===== config.mk =====
export PLATFORM = sky130hd
export DESIGN_NAME = dcfeb_pkt_rd_arb_flat
export DESIGN_NICKNAME = d
export VERILOG_FILES = /design/src/rtl/dcfeb_pkt_rd_arb_if.sv /design/src/rtl/dcfeb_pkt_rd_arb.sv /design/src/flat_wrapper.sv
export SDC_FILE = /design/constraint.sdc
export NUM_CORES = 1
export LEC_CHECK = 0
export ABC_AREA = 1
export CAP_MARGIN = 20
export CELL_PAD_IN_SITES_DETAIL_PLACEMENT = 0
export CELL_PAD_IN_SITES_GLOBAL_PLACEMENT = 1
export CORE_ASPECT_RATIO = 1.4
export CORE_UTILIZATION = 31
export DETAILED_ROUTE_END_ITERATION = 8
export PLACE_DENSITY = 0.91
export SLEW_MARGIN = 0
export SYNTH_ARGS = -nofsm -noshare
export SYNTH_HDL_FRONTEND = slang
export SYNTH_SLANG_ARGS = --single-unit
export TNS_END_PERCENT = 20

===== constraint.sdc =====
create_clock -name CLK -period 4.4 [get_ports CLK]
set_input_delay 0.88 -clock CLK [delete_from_list [all_inputs] [get_ports CLK]]
set_output_delay 0.88 -clock CLK [all_outputs]
set_load 0.05 [all_outputs]

===== src/rtl/dcfeb_pkt_rd_arb_if.sv =====
// dcfeb_pkt_rd_arb_if
//   Bundles the FIFO-side and consumer-side signals of the DCFEB packet read-out
//   arbiter. The master modport belongs to the arbiter. The slave modport belongs to
//   the environment, which is the FIFOs plus the downstream consumer.
//
//   FEB_EN      per-FEB enable mask
//   PKT_AVAIL   FIFO i holds at least one complete packet
//   FIFO_EMPTY  FWFT empty flags
//   FIFO_DOUT   FWFT data, word i at [18i+17:18i]; bit17 last, bit16 CRC good
//   FIFO_RDEN   pop strobes, one-hot or zero
//   PKT_DONE    pulse when the last word of FIFO i's packet is popped
//   OUT_DATA / OUT_VALID / OUT_RDY / OUT_LAST / OUT_CRC_ERR / OUT_TRUNC
//               single-stage output word with valid/ready handshake
//   GRANT_ID    index of the granted FEB
//   BUSY        arbiter not idle
interface dcfeb_pkt_rd_arb_if #(
    parameter int NFEB = 7
);
    logic [NFEB-1:0]    FEB_EN;
    logic [NFEB-1:0]    PKT_AVAIL;
    logic [NFEB-1:0]    FIFO_EMPTY;
    logic [NFEB*18-1:0] FIFO_DOUT;
    logic [NFEB-1:0]    FIFO_RDEN;
    logic [NFEB-1:0]    PKT_DONE;
    logic [15:0]        OUT_DATA;
    logic               OUT_VALID;
    logic               OUT_RDY;
    logic               OUT_LAST;
    logic               OUT_CRC_ERR;
    logic               OUT_TRUNC;
    logic [2:0]         GRANT_ID;
    logic               BUSY;

    modport master (
        input  FEB_EN, PKT_AVAIL, FIFO_EMPTY, FIFO_DOUT, OUT_RDY,
        output FIFO_RDEN, PKT_DONE, OUT_DATA, OUT_VALID, OUT_LAST, OUT_CRC_ERR,
               OUT_TRUNC, GRANT_ID, BUSY
    );

    modport slave (
        output FEB_EN, PKT_AVAIL, FIFO_EMPTY, FIFO_DOUT, OUT_RDY,
        input  FIFO_RDEN, PKT_DONE, OUT_DATA, OUT_VALID, OUT_LAST, OUT_CRC_ERR,
               OUT_TRUNC, GRANT_ID, BUSY
    );
endinterface


===== src/rtl/dcfeb_pkt_rd_arb.sv =====
// dcfeb_pkt_rd_arb
//   Round-robin read-out arbiter for the per-DCFEB packet FIFOs. It grants one FIFO at
//   a time and streams exactly one whole packet through a single-stage output register
//   with back-pressure. Packets longer than MAX_WORDS are cut. The word that hits the
//   budget is flagged OUT_LAST and OUT_TRUNC, and the rest of that packet is drained
//   from the FIFO without being forwarded.
//
//   CLK  system clock
//   RST  asynchronous active-high reset
//   bus  dcfeb_pkt_rd_arb_if.master (FIFO side and consumer side, see interface)
module dcfeb_pkt_rd_arb #(
    parameter int NFEB      = 7,
    parameter int MAX_WORDS = 812
) (
    input logic                CLK,
    input logic                RST,
    dcfeb_pkt_rd_arb_if.master bus
);

    localparam logic [10:0] LAST_WC = 11'(MAX_WORDS - 1);
    localparam logic [10:0] WC_SAT  = '1;

    typedef enum logic [2:0] {StIdle, StArb, StXfer, StDiscard, StDone} state_t;

    state_t      state_q, state_d;
    logic [2:0]  rr_ptr_q, rr_ptr_d;
    logic [2:0]  grant_q, grant_d;
    logic [10:0] wc_q, wc_d;
    logic [15:0] out_data_q, out_data_d;
    logic        out_valid_q, out_valid_d;
    logic        out_last_q, out_last_d;
    logic        out_crc_err_q, out_crc_err_d;
    logic        out_trunc_q, out_trunc_d;

    logic [NFEB-1:0] req;
    logic [NFEB-1:0] grant_oh;
    logic [17:0]     sel_word;
    logic            sel_empty;
    logic            arb_found;
    logic [2:0]      arb_idx;
    logic [2:0]      cand;
    logic            slot_free;
    logic            pop;
    logic            done_pulse;

    assign req       = bus.PKT_AVAIL & bus.FEB_EN;
    assign slot_free = !out_valid_q || bus.OUT_RDY;

    // Mux the granted FIFO's head word and empty flag.
    always_comb begin
        sel_word  = '0;
        sel_empty = 1'b1;
        grant_oh  = '0;
        for (int i = 0; i < NFEB; i++) begin
            if (grant_q == 3'(i)) begin
                sel_word    = bus.FIFO_DOUT[18*i +: 18];
                sel_empty   = bus.FIFO_EMPTY[i];
                grant_oh[i] = 1'b1;
            end
        end
    end

    // The first requester found circularly after rr_ptr wins. The search starts at
    // rr_ptr+1, so the FEB just served ranks last.
    always_comb begin
        arb_found = 1'b0;
        arb_idx   = '0;
        cand      = '0;
        for (int k = 1; k <= NFEB; k++) begin
            cand = 3'((int'(rr_ptr_q) + k) % NFEB);
            if (!arb_found && req[cand]) begin
                arb_found = 1'b1;
                arb_idx   = cand;
            end
        end
    end

    always_comb begin
        state_d       = state_q;
        rr_ptr_d      = rr_ptr_q;
        grant_d       = grant_q;
        wc_d          = wc_q;
        pop           = 1'b0;
        done_pulse    = 1'b0;
        out_data_d    = out_data_q;
        out_last_d    = out_last_q;
        out_crc_err_d = out_crc_err_q;
        out_trunc_d   = out_trunc_q;
        // Acceptance empties the slot unless a pop below reloads it.
        out_valid_d   = out_valid_q && !bus.OUT_RDY;

        unique case (state_q)
            StIdle: begin
                if (req != '0) state_d = StArb;
            end
            StArb: begin
                if (arb_found) begin
                    grant_d = arb_idx;
                    wc_d    = '0;
                    state_d = StXfer;
                end else begin
                    state_d = StIdle;
                end
            end
            StXfer: begin
                if (!sel_empty && slot_free) begin
                    pop           = 1'b1;
                    wc_d          = (wc_q == WC_SAT) ? wc_q : wc_q + 11'd1;
                    out_valid_d   = 1'b1;
                    out_data_d    = sel_word[15:0];
                    out_last_d    = 1'b0;
                    out_crc_err_d = 1'b0;
                    out_trunc_d   = 1'b0;
                    if (sel_word[17]) begin
                        out_last_d    = 1'b1;
                        out_crc_err_d = !sel_word[16];
                        done_pulse    = 1'b1;
                        state_d       = StDone;
                    end else if (wc_q == LAST_WC) begin
                        // Budget reached: close the packet here, then drain the rest.
                        out_last_d  = 1'b1;
                        out_trunc_d = 1'b1;
                        state_d     = StDiscard;
                    end
                end
            end
            StDiscard: begin
                if (!sel_empty) begin
                    pop = 1'b1;
                    if (sel_word[17]) begin
                        done_pulse = 1'b1;
                        state_d    = StDone;
                    end
                end
            end
            StDone: begin
                if (!out_valid_q || bus.OUT_RDY) begin
                    rr_ptr_d = grant_q;
                    state_d  = StIdle;
                end
            end
            default: state_d = StIdle;
        endcase
    end

    always_ff @(posedge CLK or posedge RST) begin
        if (RST) begin
            state_q       <= StIdle;
            rr_ptr_q      <= 3'(NFEB - 1);
            grant_q       <= '0;
            wc_q          <= '0;
            out_data_q    <= '0;
            out_valid_q   <= 1'b0;
            out_last_q    <= 1'b0;
            out_crc_err_q <= 1'b0;
            out_trunc_q   <= 1'b0;
        end else begin
            state_q       <= state_d;
            rr_ptr_q      <= rr_ptr_d;
            grant_q       <= grant_d;
            wc_q          <= wc_d;
            out_data_q    <= out_data_d;
            out_valid_q   <= out_valid_d;
            out_last_q    <= out_last_d;
            out_crc_err_q <= out_crc_err_d;
            out_trunc_q   <= out_trunc_d;
        end
    end

    assign bus.FIFO_RDEN   = pop ? grant_oh : '0;
    assign bus.PKT_DONE    = done_pulse ? grant_oh : '0;
    assign bus.OUT_DATA    = out_data_q;
    assign bus.OUT_VALID   = out_valid_q;
    assign bus.OUT_LAST    = out_last_q;
    assign bus.OUT_CRC_ERR = out_crc_err_q;
    assign bus.OUT_TRUNC   = out_trunc_q;
    assign bus.GRANT_ID    = grant_q;
    assign bus.BUSY        = (state_q != StIdle);

endmodule


===== src/flat_wrapper.sv =====
// flat-port wrapper written by rule: the top's interface ports become plain ports
module dcfeb_pkt_rd_arb_flat 
#(
    parameter int NFEB      = 7,
    parameter int MAX_WORDS = 812
)
  (CLK, RST, bus_FEB_EN, bus_PKT_AVAIL, bus_FIFO_EMPTY, bus_FIFO_DOUT, bus_OUT_RDY, bus_FIFO_RDEN, bus_PKT_DONE, bus_OUT_DATA, bus_OUT_VALID, bus_OUT_LAST, bus_OUT_CRC_ERR, bus_OUT_TRUNC, bus_GRANT_ID, bus_BUSY);
  dcfeb_pkt_rd_arb_if #(.NFEB(NFEB)) bus_i ();
  input logic CLK;
  input logic RST;
  input wire logic [$bits(bus_i.FEB_EN)-1:0] bus_FEB_EN;
  input wire logic [$bits(bus_i.PKT_AVAIL)-1:0] bus_PKT_AVAIL;
  input wire logic [$bits(bus_i.FIFO_EMPTY)-1:0] bus_FIFO_EMPTY;
  input wire logic [$bits(bus_i.FIFO_DOUT)-1:0] bus_FIFO_DOUT;
  input wire logic [$bits(bus_i.OUT_RDY)-1:0] bus_OUT_RDY;
  output wire logic [$bits(bus_i.FIFO_RDEN)-1:0] bus_FIFO_RDEN;
  output wire logic [$bits(bus_i.PKT_DONE)-1:0] bus_PKT_DONE;
  output wire logic [$bits(bus_i.OUT_DATA)-1:0] bus_OUT_DATA;
  output wire logic [$bits(bus_i.OUT_VALID)-1:0] bus_OUT_VALID;
  output wire logic [$bits(bus_i.OUT_LAST)-1:0] bus_OUT_LAST;
  output wire logic [$bits(bus_i.OUT_CRC_ERR)-1:0] bus_OUT_CRC_ERR;
  output wire logic [$bits(bus_i.OUT_TRUNC)-1:0] bus_OUT_TRUNC;
  output wire logic [$bits(bus_i.GRANT_ID)-1:0] bus_GRANT_ID;
  output wire logic [$bits(bus_i.BUSY)-1:0] bus_BUSY;
  assign bus_i.FEB_EN = bus_FEB_EN;
  assign bus_i.PKT_AVAIL = bus_PKT_AVAIL;
  assign bus_i.FIFO_EMPTY = bus_FIFO_EMPTY;
  assign bus_i.FIFO_DOUT = bus_FIFO_DOUT;
  assign bus_i.OUT_RDY = bus_OUT_RDY;
  assign bus_FIFO_RDEN = bus_i.FIFO_RDEN;
  assign bus_PKT_DONE = bus_i.PKT_DONE;
  assign bus_OUT_DATA = bus_i.OUT_DATA;
  assign bus_OUT_VALID = bus_i.OUT_VALID;
  assign bus_OUT_LAST = bus_i.OUT_LAST;
  assign bus_OUT_CRC_ERR = bus_i.OUT_CRC_ERR;
  assign bus_OUT_TRUNC = bus_i.OUT_TRUNC;
  assign bus_GRANT_ID = bus_i.GRANT_ID;
  assign bus_BUSY = bus_i.BUSY;
  dcfeb_pkt_rd_arb #(.NFEB(NFEB), .MAX_WORDS(MAX_WORDS)) u_core (.CLK(CLK), .RST(RST), .bus(bus_i));
endmodule

======== Yosys cells after proc, flatten, opt, wreduce, memory -nomap -nowiden ========
Index checks and enable logic that the tools add are counted.
operators by class
  add/subtract/negate cells ............... 8
  div/mod/pow operators ................... 7
  magnitude comparators ................... 7
  equality and inequality tests ........... 20
  mux-type cells .......................... 77
  bitwise gates (word level) .............. 1
  reduce and logical (&&, ||, !) cells .... 29
operator list
  operator                 count
  $mod A32 B4 Y32 const B  7
  $mux W18                 7
  $mux W3                  14
  $mux W1                  39
  $mux W11                 3
  $lt A3 B4 Y1 const B     7
  $pmux W11 S2             1
  $bmux W1 S3              7
  $add A3 B3 Y4 const B    4
  $pmux W3 S5              1
  $mux W7                  2
  $eq A3 B2 Y1 const B     4
  $eq A3 B3 Y1 const B     4
  $add A11 B1 Y11 const B  1
  $eq A11 B10 Y1 const B   1
  $eq A11 B11 Y1 const B   1
  $logic_not A1 Y1         10
  $ne A2 B1 Y1 const B     5
  $add A3 B2 Y4 const B    2
  $logic_and A1 B1 Y1      8
  $and A7 B7 Y7            1
  $reduce_bool A7 Y1       1
  $eq A3 B1 Y1 const B     2
  $logic_not A3 Y1         2
  other kinds (11)         15
storage, ports and cells
  register bits ........................... 40
  input port bits ......................... 150
  output and inout bits ................... 38
  logic and storage cells ................. 158

======== Longest topological paths before layout ========
  depth in word-level cells ............... 25
  gate-level depth with buffers ........... 31
  gate-level depth less buffers ........... 29

======== Least setup slack after synthesis ========
Ideal clock, no wire load.
  path type ............................... register to output
  from .................................... reg u_core.grant_q[0] (netlist: u_core.bus.GRANT_ID[0])
  to ...................................... out bus_PKT_DONE[0]
  data arrival time ....................... 2.974 ns
  required time ........................... 3.520 ns
  path slack .............................. 0.546 ns
  stages on the path, launching flop included .. 14
  path buffers ............................ 0
  cell sequence ........................... dfrtp_1 inv_1 nor3_2 inv_2 nor2_1 nor3_1 o21ai_1 or3_1 nand2_1 nor2_4 inv_2 nor2_1 a31oi_1 nor2_1
on the way
  word-level cells in the longest chain between the ends .. 13
  elaborated cells on any way between the ends .. 29
  classes of those cells .................. 6 x eq/ne; 20 x mux; 3 x reduce/logical
RTL lines
  item                    RTL line                 source
  from (decl)             dcfeb_pkt_rd_arb.sv:27   logic [2:0] grant_q, grant_d;
  from (signal assigned)  dcfeb_pkt_rd_arb.sv:160  grant_q <= grant_d;
  $logic_not A3 Y1        dcfeb_pkt_rd_arb.sv:55   if (grant_q == 3'(i)) begin
  $mux W1 (7 in a row)    dcfeb_pkt_rd_arb.sv:55
  $logic_not A1 Y1        dcfeb_pkt_rd_arb.sv:106  if (!sel_empty && slot_free) begin
  $logic_and A1 B1 Y1     dcfeb_pkt_rd_arb.sv:106
  $mux W1                 dcfeb_pkt_rd_arb.sv:106
  $pmux W1 S2             dcfeb_pkt_rd_arb.sv:92   unique case (state_q)
  $mux W7 (*)             dcfeb_pkt_rd_arb.sv:171  assign bus.PKT_DONE = done_pulse ? grant_oh : '0;
  to (decl)               flat_wrapper.sv:17       output wire logic [$bits(bus_i.PKT_DONE)-1:0] bus_PKT_DONE;
Every way passes the cells marked *; elsewhere a longest branch is shown, timed or not.

======== Final worst setup path ========
  from .................................... reg u_core.grant_q[2] (netlist: u_core.bus.GRANT_ID[2])
  to ...................................... out bus_PKT_DONE[6]
Same word-level chain as after synthesis.

==> metrics <==
largest net degree at the start of global routing 41; Post-Syn Area just over 5000 µm²; vias per cell around 5; most frequent cells in the layout nand2_1 (267), clkdlybuf4s50_1 (173), inv_1 (111); syn_nets approximately 1,000; routability cong. about 0.91; fraction of the yosys area taken by sequential cells 0.198; grt ovf 0; HPWL after DPL 16.2 mm; Pint 2500 µW; initial antenna violation count 0; Max Root-Sink Buffers 2; RR Endpoint u_core.bus.GRANT_ID[1]; Hold Buf Count CTS 0; Antenna diodes 0; worst reg2reg path depth 23; total track usage 0.239; Filler Cells Inserted approximately 1,600; final worst path period share 0.932; Setup crit end kind output port; NetSw 3630 µW; Gate power share 0.821; clk slew on worst S/H paths 60 ps; H-tree depth 2; Worst Setup EP bus_PKT_DONE[6]; skew final 8.05 ps; first-pass GRT wire length between 30 and 40 mm; async set-reset flop share out of synthesis 1.00; Clk pwr share 0.078; drt first pass iters 5; Detail Route Antenna Nets 0; maxcap violations 0; clk_lat worst skew 290 ps; final core utilization 0.475; hold wc startpoint u_core.bus.OUT_DATA[11]; P&R area growth vs syn 47.8%; fmax ~0.24 GHz; VDD IR max about 0.53 mV; FF-to-FF Start u_core.rr_ptr_q[2]; worst reg2reg setup slack ~500 ps; core footprint 15,700 µm²; sw frac 0.592; setup violators final 0; commonest non-fill, non-tap cell in the layout nand2_1; worst-path maximum fanout 19; final non-filler cell area approximately 7500 µm²; Die X ~110 µm; Min Clock Period, post-route around 4100 ps; worst setup path startpoint u_core.bus.GRANT_ID[2]; dpl cell area around 7300 µm²; setup TNS 0 ps; total routed wirelength ~19 mm; sequential power share 0.101; die area around 17,000 µm²; Distinct cells, synth 45; critical path class register to output port; Rel. slew slack 0.531; Worst EP required approximately 3500 ps; cell count after synthesis 828; outcome finished, final reports clean; vias after detailed routing 6,091; share of cells above drive strength 1 0.101; Ys Warns 0; root buffer cell clkbuf_16; final hold vios 0; Avg Cell Area, Syn 6.11 µm²; RSZ-0062 raised after global routing no; DR DRC count 0; Final nets 1,196; Sink Count 40; number of global-route vias before repair around 6,100; Leakage around 0.0036 µW; Die Ht between 150 and 200 µm; pwr dens just over 800 nW/µm²; starting density of the core 0.322; Total Power ~6000 µW; FP Rows between 50 and 60; I/O pin total roughly 190; number of flops mapped to enable cells by yosys 0; Worst EP arrival 3220 ps; Pins Over Slew Limit 0; WL/cell 15.9 µm; count of state elements after synthesis 40; DRC marker count from the first detailed-route iteration a little under 300; CP Launch Type register; CTS tree yes; Worst Max-Slew Pin Slew 699 ps; Synth Flop Type dfrtp_1; HP Class register to register; CTS buffer count 5; PortBufs between 150 and 200
per-stage QoR:
| stage | hold WS (ps) | worst slack [ps] | instances |
|---|---|---|---|
| after global routing | 506 | 0.672 | 1216 |
| after detailed placement | 469 | 325 | 1208 |
| final | 484 | 299 | 1216 |
| after global placement | 458 | 411 | 1208 |
| after CTS | 486 | 237 | 1216 |
| after floorplan | 463 | 546 | 828 |
registers in the layout, indices dropped and copies added (netlist names), 3 cells and up:
name,flops
u_core.bus.GRANT_ID,3
u_core.bus.OUT_DATA,16
u_core.rr_ptr_q,3
u_core.state_q,3
u_core.wc_q,11
cell families after synthesis:
logic type | Yosys count | synth area share
buffers and inverters | 150 | 0.118
DFF | 40 | 0.198
xor gates and xnor gates | 17 | 0.0294
and+or+nand+nor | 489 | 0.446
AOI/OAI and AO/OA | 105 | 0.142
adders and majority gates | 27 | 0.0667
synthesized netlist by cell type, drive strengths merged (2+ instances only):
library cell,number,area share
clkinv,2,0.0015
a221oi,10,0.017
nor3,13,0.016
o21ai,38,0.039
dfstp,2,0.010
nand3,94,0.10
o31ai,5,0.010
nand3b,5,0.0074
nand2,290,0.23
dfrtp,38,0.19
o211ai,17,0.026
inv,122,0.091
buf,12,0.015
nor4,3,0.0037
a21oi,14,0.014
xor2,16,0.028
nor2,63,0.052
ha,27,0.067
o2111ai,17,0.029
nand4,20,0.031
clkbuf,14,0.010
power groups by stage:
| stage | clock, µW | combinational (µW) | sequential, µW |
|---|---|---|---|
| after floorplan | 0 | 3260 | 925 |
| after global placement | 0 | 4990 | 620 |
| after detailed placement | 0 | 5020 | 622 |
| after CTS | 488 | 5040 | 616 |
| after global routing | 499 | 5610 | 636 |
| final | 477 | 5030 | 617 |
per-layer routing:
layer,vias up,track usage,part of all wire
met2,211,0.451,0.53
met3,29,0.0422,0.064
met4,0,0.0908,0.039
met1,2748,0.255,0.37
met5,-,0,0
li1,3103,-,-
final cells by class:
| cell class | count | area [µm²] | area share |
|---|---|---|---|
| multi-input cells | 638 | 3470 | 0.463 |
| repair buffers | 210 | 2110 | 0.282 |
| flip-flops and latches | 40 | 1000 | 0.134 |
| inverters | 124 | 468 | 0.0626 |
| well taps | 196 | 245 | 0.0328 |
| clock buffers | 6 | 129 | 0.0172 |
| clock inverters | 2 | 60.1 | 0.00803 |
worst max-delay path, stage by stage (launching register included):
cell and delay, ps:
dfrtp_1 470, inv_1 390, nand2_1 190, o22ai_1 180, nor3_1 70, o21ai_1 140
or3_1 230, nand2_1 140, nor2_4 390, inv_2 60, nor2_1 90, a31oi_1 60
buf_4 170, nor2_1 170, buf_12 170
repair_timing:
| action | CTS | global route |
|---|---|---|
| resized for setup | 0 | 1 |
| endpoints found under the setup margin | 0 | 4 |
| setup buffers | 0 | 0 |
worst min path at each step:
stage | end | slack (ps) | depth (start not counted)
2_1_floorplan | u_core.wc_q[8] | 460 | 2
3_3_place_gp | u_core.bus.OUT_DATA[9] | 460 | 2
3_5_place_dp | u_core.bus.OUT_DATA[2] | 470 | 2
4_1_cts | u_core.bus.OUT_DATA[2] | 490 | 2
5_1_grt | u_core.bus.OUT_DATA[8] | 510 | 2
6_report | u_core.bus.OUT_DATA[11] | 480 | 2
(Power assumes the default switching activity.)
